**src/rtl/dl_cycle_tracer.sv**
```systemverilog
// dl_cycle_tracer
//   Watches a per-process blocked/token vector, confirms a deadlock once the
//   blocked set stays stable (or grows) for FILTER_CYCLES cycles, then walks
//   each wait-for cycle one at a time. For every component seen on a cycle it
//   emits a trace record into a first-word-fall-through FIFO. The FSM never
//   stalls on trace backpressure: records that cannot be stored are dropped
//   and a sticky overflow flag is raised.
//
// Ports
//   dl_clock        clock
//   dl_reset        asynchronous active-low reset
//   dl_in_vec       per-process blocked/token vector
//   dl_detect_out   deadlock confirmed (sticky until reset)
//   origin          one-hot start process of the cycle being traced (DETECTED only)
//   token_clear     one-cycle pulse when the traced cycle closes
//   trace_valid/trace_ready/trace_last/trace_cycle_id/trace_comp_id/
//   trace_proc_idx  trace record stream
//   report_done     all cycles reported (sticky)
//   cycle_count     number of cycles reported (saturating)
//   trace_overflow  sticky record-dropped flag
module dl_cycle_tracer #(
  parameter int PROC_NUM      = 4,
  parameter int FILTER_CYCLES = 1000,
  parameter int TRACE_DEPTH   = 8,
  parameter int ID_W          = 8,
  localparam int IDX_W        = (PROC_NUM > 1) ? $clog2(PROC_NUM) : 1
) (
  input  logic                dl_clock,
  input  logic                dl_reset,
  input  logic [PROC_NUM-1:0] dl_in_vec,
  output logic                dl_detect_out,
  output logic [PROC_NUM-1:0] origin,
  output logic                token_clear,
  output logic                trace_valid,
  input  logic                trace_ready,
  output logic                trace_last,
  output logic [ID_W-1:0]     trace_cycle_id,
  output logic [ID_W-1:0]     trace_comp_id,
  output logic [IDX_W-1:0]    trace_proc_idx,
  output logic                report_done,
  output logic [ID_W-1:0]     cycle_count,
  output logic                trace_overflow
);

  localparam int KC_W  = (FILTER_CYCLES > 1) ? $clog2(FILTER_CYCLES) : 1;
  localparam logic [KC_W-1:0] KC_LAST = KC_W'(FILTER_CYCLES - 1);
  localparam int PTR_W = (TRACE_DEPTH > 1) ? $clog2(TRACE_DEPTH) : 1;
  localparam int REC_W = 2 * ID_W + IDX_W + 1;

  typedef enum logic [2:0] {S_IDLE, S_FILTER, S_DETECTED, S_REPORT, S_DONE} state_t;

  state_t                state, state_nxt;
  logic [PROC_NUM-1:0]   detect_reg, done_reg, origin_reg, origin_cur;
  logic [KC_W-1:0]       keep_cnt;
  logic [ID_W-1:0]       cycle_id, comp_id, cycle_cnt;
  logic                  push, push_ok, pop, fifo_full;
  logic [REC_W-1:0]      push_rec, head_rec;
  logic [REC_W-1:0]      fifo_mem [TRACE_DEPTH];
  logic [PTR_W-1:0]      wr_ptr, rd_ptr;
  logic [PTR_W:0]        fifo_cnt;

  function automatic logic [PROC_NUM-1:0] lowest_one(input logic [PROC_NUM-1:0] v);
    return v & (~v + PROC_NUM'(1));
  endfunction

  function automatic logic [IDX_W-1:0] lowest_idx(input logic [PROC_NUM-1:0] v);
    lowest_idx = '0;
    for (int i = PROC_NUM - 1; i >= 0; i--)
      if (v[i]) lowest_idx = IDX_W'(i);
  endfunction

  function automatic logic [ID_W-1:0] sat_inc(input logic [ID_W-1:0] v);
    return (&v) ? v : v + ID_W'(1);
  endfunction

  always_ff @(posedge dl_clock or negedge dl_reset) begin
    if (!dl_reset) state <= S_IDLE;
    else           state <= state_nxt;
  end

  always_comb begin
    state_nxt   = state;
    origin_cur  = '0;
    token_clear = 1'b0;
    push        = 1'b0;
    push_rec    = '0;
    case (state)
      S_IDLE:
        if (|dl_in_vec) state_nxt = S_FILTER;
      S_FILTER:
        // Any previously blocked process that released breaks the filter.
        if ((detect_reg & ~dl_in_vec) != '0) state_nxt = S_IDLE;
        else if (keep_cnt == KC_LAST)        state_nxt = S_DETECTED;
      S_DETECTED:
        if (detect_reg != done_reg) begin
          origin_cur = lowest_one(detect_reg & ~done_reg);
          push       = 1'b1;
          push_rec   = {cycle_id, ID_W'(1), lowest_idx(origin_cur), 1'b0};
          state_nxt  = S_REPORT;
        end else begin
          state_nxt  = S_DONE;
        end
      S_REPORT:
        // The token returning to the origin closes the cycle.
        if (|(dl_in_vec & origin_reg)) begin
          token_clear = 1'b1;
          push        = 1'b1;
          push_rec    = {cycle_id, comp_id, lowest_idx(origin_reg), 1'b1};
          state_nxt   = S_DETECTED;
        end else if (|dl_in_vec) begin
          push        = 1'b1;
          push_rec    = {cycle_id, comp_id, lowest_idx(dl_in_vec), 1'b0};
        end
      S_DONE: ;
      default: state_nxt = S_IDLE;
    endcase
  end

  always_ff @(posedge dl_clock or negedge dl_reset) begin
    if (!dl_reset) begin
      detect_reg <= '0;
      done_reg   <= '0;
      origin_reg <= '0;
      keep_cnt   <= '0;
      cycle_id   <= ID_W'(1);
      comp_id    <= ID_W'(1);
      cycle_cnt  <= '0;
    end else begin
      case (state)
        S_IDLE: begin
          detect_reg <= dl_in_vec;
          keep_cnt   <= '0;
        end
        S_FILTER:
          if ((detect_reg & ~dl_in_vec) != '0) keep_cnt <= '0;
          else if (keep_cnt != KC_LAST)        keep_cnt <= keep_cnt + KC_W'(1);
        S_DETECTED:
          if (detect_reg != done_reg) begin
            origin_reg <= origin_cur;
            comp_id    <= ID_W'(2);
          end
        S_REPORT: begin
          if (|(dl_in_vec & origin_reg)) begin
            cycle_id  <= sat_inc(cycle_id);
            cycle_cnt <= sat_inc(cycle_cnt);
          end else if (|dl_in_vec) begin
            comp_id   <= sat_inc(comp_id);
          end
          // Processes seen on a deadlocked path are not used as future origins.
          if (|(dl_in_vec & detect_reg)) done_reg <= done_reg | dl_in_vec;
        end
        default: ;
      endcase
    end
  end

  // ---- trace FIFO (first-word-fall-through) ----
  assign fifo_full = (fifo_cnt == (PTR_W + 1)'(TRACE_DEPTH));
  assign pop       = trace_valid && trace_ready;
  assign push_ok   = push && (!fifo_full || pop);

  always_ff @(posedge dl_clock or negedge dl_reset) begin
    if (!dl_reset) begin
      wr_ptr         <= '0;
      rd_ptr         <= '0;
      fifo_cnt       <= '0;
      trace_overflow <= 1'b0;
    end else begin
      if (push_ok) wr_ptr <= wr_ptr + PTR_W'(1);
      if (pop)     rd_ptr <= rd_ptr + PTR_W'(1);
      case ({push_ok, pop})
        2'b10:   fifo_cnt <= fifo_cnt + (PTR_W + 1)'(1);
        2'b01:   fifo_cnt <= fifo_cnt - (PTR_W + 1)'(1);
        default: ;
      endcase
      if (push && !push_ok) trace_overflow <= 1'b1;
    end
  end

  always_ff @(posedge dl_clock) begin
    if (push_ok) fifo_mem[wr_ptr] <= push_rec;
  end

  // Record fields are forced to zero while the stream is idle (and in reset).
  assign trace_valid = (fifo_cnt != '0);
  assign head_rec    = trace_valid ? fifo_mem[rd_ptr] : '0;
  assign {trace_cycle_id, trace_comp_id, trace_proc_idx, trace_last} = head_rec;

  assign dl_detect_out = (|detect_reg) &&
                         (state == S_DETECTED || state == S_REPORT || state == S_DONE);
  assign origin        = origin_cur;
  assign report_done   = (state == S_DONE);
  assign cycle_count   = cycle_cnt;

endmodule

```
**config.mk**
```make
export PLATFORM = sky130hd
export DESIGN_NAME = dl_cycle_tracer
export DESIGN_NICKNAME = d
export VERILOG_FILES = /design/src/rtl/dl_cycle_tracer.sv
export SDC_FILE = /design/constraint.sdc
export NUM_CORES = 1
export LEC_CHECK = 0
export CORE_MARGIN = 4
export CORE_UTILIZATION = 54
export CTS_CLUSTER_DIAMETER = 60
export DETAILED_ROUTE_END_ITERATION = 10
export MAX_ROUTING_LAYER = met4
export PLACE_DENSITY = 0.75
export SYNTH_ARGS = -nofsm -noshare
export SYNTH_HDL_FRONTEND = slang
export SYNTH_SLANG_ARGS = --single-unit
export TNS_END_PERCENT = 50
```
**constraint.sdc**
```tcl
create_clock -name dl_clock -period 4.3 [get_ports dl_clock]
set_input_delay 0.86 -clock dl_clock [delete_from_list [all_inputs] [get_ports dl_clock]]
set_output_delay 0.86 -clock dl_clock [all_outputs]
set_load 0.03 [all_outputs]
```
Word level (Yosys, flattened, before mapping) --
Memories as Yosys holds them, arrays and structs flattened. Index checks and enable logic that the tools add are counted.
Operators by class: $add $sub $neg 9, bitwise operators 12, muxes and demuxes 42, reductions and logical operators 29, equality and inequality tests 18
Operators with widths (number):
- $mux W19 | 4
- $pmux W19 S2 | 1
- $mux W8 | 4
- $add A8 B1 Y8 const B | 3
- $mux W2 | 12
- $reduce_and A8 Y1 | 3
- $and A4 B4 Y4 | 5
- $mux W10 | 2
- $pmux W10 S2 | 1
- $pmux W8 S2 | 1
- $reduce_or A4 Y1 | 4
- $mux W3 | 5
- $pmux W3 S5 | 1
- $ne A2 B2 Y1 const B | 6
- $not A4 Y4 | 3
- $add A10 B1 Y10 const B | 1
- $eq A10 B10 Y1 const B | 1
- $ne A10 B10 Y1 const B | 1
- $add A4 B1 Y4 const B | 2
- $mux W4 | 2
- $pmux W4 S2 | 1
- $reduce_bool A4 Y1 | 2
- $mux W1 | 7
- $add A3 B1 Y3 const B | 2
- other kinds (21) | 36
Word-level totals: RAM bits 152, memories kept 1, bits of input ports 7, word-level logic and storage cells 123, register bits 60
Memory list:
- fifo_mem | words 8, bits a word 19, read ports 1, clocked after memory_dff 0, wr ports 1, line 58 | logic [REC_W-1:0] fifo_mem [TRACE_DEPTH];

Depth between registers and ports, before layout --
Gate-level depths: netlist of run 1.
depth after elaboration 11, depth in mapped cells 11

Least setup slack after synthesis of run 1 --
Ideal clock, no wire load.
kind in2reg, start input dl_in_vec[0], end memory fifo_mem[1][0] in the netlist's numbering, enable pin, stages on the path 6, required time 3849 ps, setup slack 76 ps, library setup time 451 ps, buffers on the path 2, data arrival time 3773 ps, cells stage by stage buf_2 -> o41ai_4 -> a21oi_1 -> clkbuf_1 -> nand2_1 -> nor4b_1
On the way: cells in the longest elaborated chain, start to end 7, elaborated cells between the ends (all ways) 9
RTL lines:
- start: declaration | line 30 | input logic [PROC_NUM-1:0] dl_in_vec,
- $reduce_or A4 Y1 / $and A4 B4 Y4 (equally long branches) | line 110, 105
- $mux W1 / $reduce_or A4 Y1 (equally long branches) | line 110, 105
- $mux W1 * | line 105 | if (|(dl_in_vec & origin_reg)) begin
- $pmux W1 S2 * | line 87 | case (state)
- $logic_and A1 B1 Y1 * | line 160 | assign push_ok = push && (!fifo_full || pop);
- $mux W1 * | line 181 | if (push_ok) fifo_mem[wr_ptr] <= push_rec;
- $mux W1 (implied by the code) * | line 181
- end: declaration | line 58
Every way passes the cells marked *; elsewhere a longest branch is shown, timed or not.

Worst setup path after layout of run 1 --
start register detect_reg[3], end output origin[3]
On the way: cells in the longest elaborated chain, start to end 6, elaborated cells between the ends (all ways) 7
RTL lines:
- start: declaration | line 53 | logic [PROC_NUM-1:0] detect_reg, done_reg, origin_reg, origin_cur;
- start signal: assignment | line 131 | detect_reg <= dl_in_vec;
- $and A4 B4 Y4 | line 96 | origin_cur = lowest_one(detect_reg & ~done_reg);
- $not A4 Y4 | line 63 | return v & (~v + PROC_NUM'(1));
- $add A4 B1 Y4 | line 63
- $and A4 B4 Y4 | line 63
- $mux W4 * | line 95 | if (detect_reg != done_reg) begin
- $mux W4 * | line 87
- end: declaration | line 32 | output logic [PROC_NUM-1:0] origin,
Marked as above.

==> impl_metrics.ini, run 1 <==
[pwr]
powerDensity_nw_per_um2 = 687
power.leakage_nw = 4.02
ir_drop_v = 0.000426

[clock_tree]
cts_tree = built
h-tree-depth = 1
numClockSinks = 212
post_cts.repair.setup_buffers = 0
clk_pin_slew_ps = 60
cts-resized-gates = 0
clock_latency_ps = 510
hold_buffers = 0
cts_made_buffers = 22
clockBufferDepth = 3
cts-root-buf = clkbuf_16

[detailed_routing]
routedWlPerCell_um = 20.4
first_pass_iters = 5
post_drt_via_cell_ratio = 5.81
drtIter0Drc = 316
routed_wl_mm = 18.2
final_antenna_net_count = 0
vias = 5179
drc = 0

[placement]
gp_congestion = 0.870
port_buffers = 42
hpwl_mm = 11.6
dpl.cell_count = 851
dp_slack_ps = 581

[cells_and_area]
drive_gt1_share_pct = 19.7
num-fill-cells = 1174
final_cells = 891
reg_top3 = fifo_mem x152, keep_cnt x10
n_antenna_cell = 0
finalNetCount = 675
largest-register = fifo_mem
areaGrowthSynthToFinish_pct = 15.9
largest_register_ffs = 152

[yosys]
synth.avg_cell_area_um2 = 15.6
ys_async_sr_fraction_pct = 28.3
synth_top_area_share_pct = 49.5
synth_seq_area_share_pct = 65.8
ys.flop_type = edfxtp_1
synthCells = 591
synth_cell_types = 70
synth_area_um2 = 9220
ys_seq_elements = 212
syn_nets = 611
synth_edf_count = 152
synth_area_leaders = edfxtp_1 49%, dfrtp_1 16%, mux4_2 9.3%
synth.largest_area_cell = edfxtp_1
ys_warn_count = 0

[floorplan]
core_area_um2 = 16600
io-pin-count = 43
initial_core_util_pct = 55.4
core.rowCount = 47
die_w_um = 139
dieArea_um2 = 19200
die_h_um = 139

[sta]
timing.final.crit_share_pct = 91.0
grt_setup_unrepaired = no
max-slew-margin-rel_pct = 47.2
period_needed_ps = 3910
hold_viol_final = 0
setup_tns_ps = 0
max_freq_ghz = 0.256
finalWorstSetupSlack_ps = 387
maxSlewViolCount = 0
whs_ps = 369
finalSetupViolations = 0
skew_ps = 21.2
tightest_slew_ps = 784

[critical_path]
crit_type = reg -> out
crit_path_max_incr_delay_ps = 680
slowest_stage = clkdlybuf4s50_1
cp_max_fo = 9
cp-end-kind = primary output
timing.critical_path.cells = ha_1, a41o_1, nor2_1, and4_1, clkdlybuf4s50_1
reg2reg_setup_slack_ps = 1510
cp-start-kind = flop
crit_required_ps = 3440
worstPathArrival_ps = 3050

[min_path]
hp-class = in -> async

[global_route]
grt_max_degree = 41
grt.overflow.total = 0
grt_pass1_vias = 5428
antenna_found_initial = 0
grt_pass1_wl_mm = 29.6
track_usage_pct = 19.7

[outcome]
outcome = completed

[flow_run]
max_cap_violations = 0
-- placed cells by master (no fill, tap or decap), types with 6 or more instances in the layout --
| master | instances |
|---|---|
| edfxtp_1 | 152 |
| dfrtp_1 | 57 |
| nor2_1 | 43 |
| clkdlybuf4s50_1 | 41 |
| nand2_1 | 39 |
| mux4_2 | 38 |
| xnor2_1 | 24 |
| mux2i_1 | 22 |
| clkbuf_16 | 22 |
| buf_4 | 19 |
| and2_1 | 17 |
| a21oi_1 | 15 |
| inv_1 | 14 |
| ha_1 | 12 |
| nand3_1 | 10 |
| and3_1 | 8 |
| o21ai_0 | 8 |
| nor3_1 | 8 |
| o21ai_1 | 7 |
| nand4_1 | 7 |
| mux2_2 | 6 |
-- stage by stage --
step | cell area (µm²) | power (mW) | util (%)
floorplan | 9220 | 4.71 | -
global placement | 10000 | 5.53 | 60.1
detailed placement | 10000 | 5.63 | 60.1
CTS | 10700 | 7.44 | 64.3
global route | 10700 | 7.71 | 64.3
finish | 10700 | 7.34 | 64.3
-- synth_stat cells, types with 4 or more instances --
cell type / n
nand2b_1: 4
edfxtp_1: 152
and2_1: 17
nor4_1: 6
a21oi_1: 15
inv_1: 14
nor2_1: 43
nand2_1: 39
xor2_1: 4
and4_1: 5
ha_1: 12
and3_1: 8
mux2_2: 6
buf_2: 7
nand3_1: 10
clkbuf_1: 9
mux2i_1: 22
o21ai_0: 8
nand4_1: 7
o21ai_1: 7
dfrtp_1: 58
a21o_1: 5
nor3_1: 11
mux4_2: 38
xnor2_1: 24
or3_1: 4
-- per-layer routing --
metal,up-vias,routed length [µm],GRT usage [%]
met4,0,301,4.22
li1,2387,-,-
met3,29,720,3.00
met5,-,0,-
met1,2637,7980,26.4
met2,126,9190,32.7
-- cells by family (layout without fill, tap and decap cells) --
logic type      count (synthesis)  count (layout)  synth area share (%)
compound gates                 57              57                  4.99
xor+xnor                       28              28                  2.66
fa+ha+maj                      13              13                  1.84
buf+inv                        38             118                  1.89
flops                         212             212                  65.8
mux                            67              67                  12.6
simple gates                  176             176                  10.3
-- final timing paths --
path,from,end,cells past startpoint
max in group asynchronous,dl_reset,cycle_id[0]$_DFFE_PN1P_,2
max,detect_reg[3]$_DFFE_PN0P_,origin[3],5
min reg2reg,done_reg[0]$_DFFE_PN0P_,done_reg[0]$_DFFE_PN0P_,2
min in group dl_clock,done_reg[0]$_DFFE_PN0P_,done_reg[0]$_DFFE_PN0P_,2
min,dl_reset,cycle_count[2]$_DFFE_PN0P_,1
max reg2reg,detect_reg[3]$_DFFE_PN0P_,fifo_cnt[3]$_DFFE_PN0P_,11
-- layout make-up --
class | instances | area, µm² | area share (%)
clock buffers | 28 | 583 | 5.45
clock inverters | 12 | 103 | 0.959
inverters | 16 | 60.1 | 0.562
multi-input cells | 341 | 3030 | 28.3
flip-flops and latches | 212 | 6070 | 56.8
well taps | 220 | 275 | 2.57
repair buffers | 62 | 578 | 5.41
-- report_power, final --
part	switching, mW	internal (mW)	leakage, nW	total [mW]
combinational	1.36	1.11	1.54	2.47
sequential	0.290	2.80	2.16	3.09
clock	0.756	1.03	0.322	1.78
-- critical path, delay by kind of cell, from the launching register on --
kind,cells,cell delay [ps]
buffers and inverters,1,680
AO/OA/AOI/OAI,1,290
AND/OR/NAND/NOR,2,830
flip-flops,1,420
adder cells (fa/ha/maj),1,330
No activity file was read; power rests on OpenSTA's default activity.
==> run 2: changes to the inputs <==
- CORE_MARGIN: 4 -> 2
- CTS_CLUSTER_DIAMETER: 60 -> 80
- SETUP_SLACK_MARGIN: default -> 0.15
==> run 2 against run 1 <==
Compared with the run above: power rose by 1.5%; clock skew shrank 15 ps; final cell count rose by 0.56%; critical path depth stayed put; maximum frequency is 0.89% lower; highest routed layer unchanged.
==> impl_metrics.ini, run 2 (synthesis gave the netlist of run 1 again) <==
[floorplan]
core.rowCount = 47
io-pin-count = 43
die_h_um = 135
initial_core_util_pct = 55.4
dieArea_um2 = 18100
die_w_um = 135
core_area_um2 = 16600

[detailed_routing]
post_drt_via_cell_ratio = 5.85
final_antenna_net_count = 0
vias = 5242
routed_wl_mm = 18.1
routedWlPerCell_um = 20.2
first_pass_iters = 4
drc = 0
drtIter0Drc = 346

[global_route]
track_usage_pct = 21.7
grt_max_degree = 39
antenna_found_initial = 0
grt_pass1_wl_mm = 29.4
grt.overflow.total = 0
grt_pass1_vias = 5438

[sta]
maxSlewViolCount = 0
max-slew-margin-rel_pct = 35.5
timing.final.crit_share_pct = 91.8
tightest_slew_ps = 968
skew_ps = 6.29
period_needed_ps = 3950
setup_tns_ps = 0
grt_setup_unrepaired = no
max_freq_ghz = 0.253
finalSetupViolations = 0
hold_viol_final = 0

[critical_path]
cp_max_fo = 9
crit_required_ps = 3440
slowest_stage = clkdlybuf4s50_1
crit_type = reg -> out
cp-start-kind = flop
cp_top_family = simple AND/OR/NAND/NOR gates
crit_path_max_incr_delay_ps = 690
timing.critical_path.cells = ha_1, a41o_1, nor2_1, and4_1, clkdlybuf4s50_1
path_buf_inv = 1
worstPathArrival_ps = 3090
cp-end-kind = primary output

[cells_and_area]
areaGrowthSynthToFinish_pct = 16.9
drive_gt1_share_pct = 20.7
mostFrequentLayoutCells = 152 x edfxtp_1, 57 x dfrtp_1, 42 x nor2_1
largest_register_ffs = 152
n_antenna_cell = 0
largest-register = fifo_mem
reg_top3 = fifo_mem x152, keep_cnt x10
finalNetCount = 680
final_common_cell = edfxtp_1

[clock_tree]
clk_pin_slew_ps = 60
cts_tree = built
clockBufferDepth = 3
post_cts.repair.setup_buffers = 0
cts-resized-gates = 0
numClockSinks = 212
cts-root-buf = clkbuf_16
clock_latency_ps = 490
h-tree-depth = 1
hold_buffers = 0
cts_made_buffers = 22

[pwr]
ir_drop_v = 0.000398
fin_total_pwr_mw = 7.46
power.leakage_nw = 4.08
powerDensity_nw_per_um2 = 691

[placement]
port_buffers = 42
hpwl_mm = 11.7
gp_congestion = 0.920

[flow_run]
max_cap_violations = 0

[min_path]
hp-class = reg -> reg

[outcome]
outcome = completed
## run 2: changes by cell type in the layout (fill, tap and decap cells not counted), moves of 2 or more
cell	change
buf_4	+4
clkbuf_8	+2
clkinv_1	-3
clkinv_2	+2
clkinvlp_4	-3
## run 2: per-layer routing
metal / vias to the layer above / track usage [%] / routed length, µm
met5: - / - / 0
met1: 2671 / 28.4 / 7640
met2: 140 / 36.5 / 9270
met4: 0 / 6.08 / 324
li1: 2401 / - / -
met3: 30 / 2.59 / 887
## run 2: final cells by class
| class | count | area (µm²) |
|---|---|---|
| flip-flops and latches | 212 | 6070 |
| fillers | 1143 | 5860 |
| multi-input cells | 341 | 3040 |
| clock buffers | 32 | 639 |
| repair buffers | 67 | 628 |
| well taps | 220 | 275 |
| clock inverters | 8 | 73.8 |
| inverters | 16 | 60.1 |
## run 2: power breakdown
part | switching, mW | internal [mW]
sequential | 0.327 | 2.80
clock | 0.731 | 1.10
combinational | 1.35 | 1.15
total | 2.41 | 5.05
## run 2: worst register-to-register path: cells and delay by family, from the launching register on
| family | cells | cell delay, ps |
|---|---|---|
| XOR/XNOR | 1 | 260 |
| AND/OR/NAND/NOR | 1 | 150 |
| multiplexers | 1 | 310 |
| AO/OA/AOI/OAI | 4 | 840 |
| adder cells (fa/ha/maj) | 2 | 600 |
| flip-flops | 1 | 430 |
| buffers and inverters | 2 | 250 |
## run 2: final timing paths
path / cells after the start / start / slack (ps) / endpoint
worst max-delay path: 5 / detect_reg[3]$_DFFE_PN0P_ / 350 / origin[3]
worst min-delay path: 2 / done_reg[0]$_DFFE_PN0P_ / 450 / done_reg[0]$_DFFE_PN0P_
worst max register to register: 11 / detect_reg[3]$_DFFE_PN0P_ / 1380 / fifo_cnt[3]$_DFFE_PN0P_
worst min register to register: 2 / done_reg[0]$_DFFE_PN0P_ / 450 / done_reg[0]$_DFFE_PN0P_
max in group asynchronous: 2 / dl_reset / 2950 / cycle_id[0]$_DFFE_PN1P_
min in group asynchronous: 1 / dl_reset / 470 / cycle_count[1]$_DFFE_PN0P_
## run 2: per-stage QoR
step	cell area, µm²	worst slack, ps	instances	hold slack (ps)	util, %
2_1_floorplan	9230	284	591	418	-
4_1_cts	10800	335	896	458	64.8
3_5_place_dp	10100	470	856	444	60.5
6_report	10800	352	896	450	64.8
3_3_place_gp	10100	535	856	436	60.5
5_1_grt	10800	237	896	472	64.8
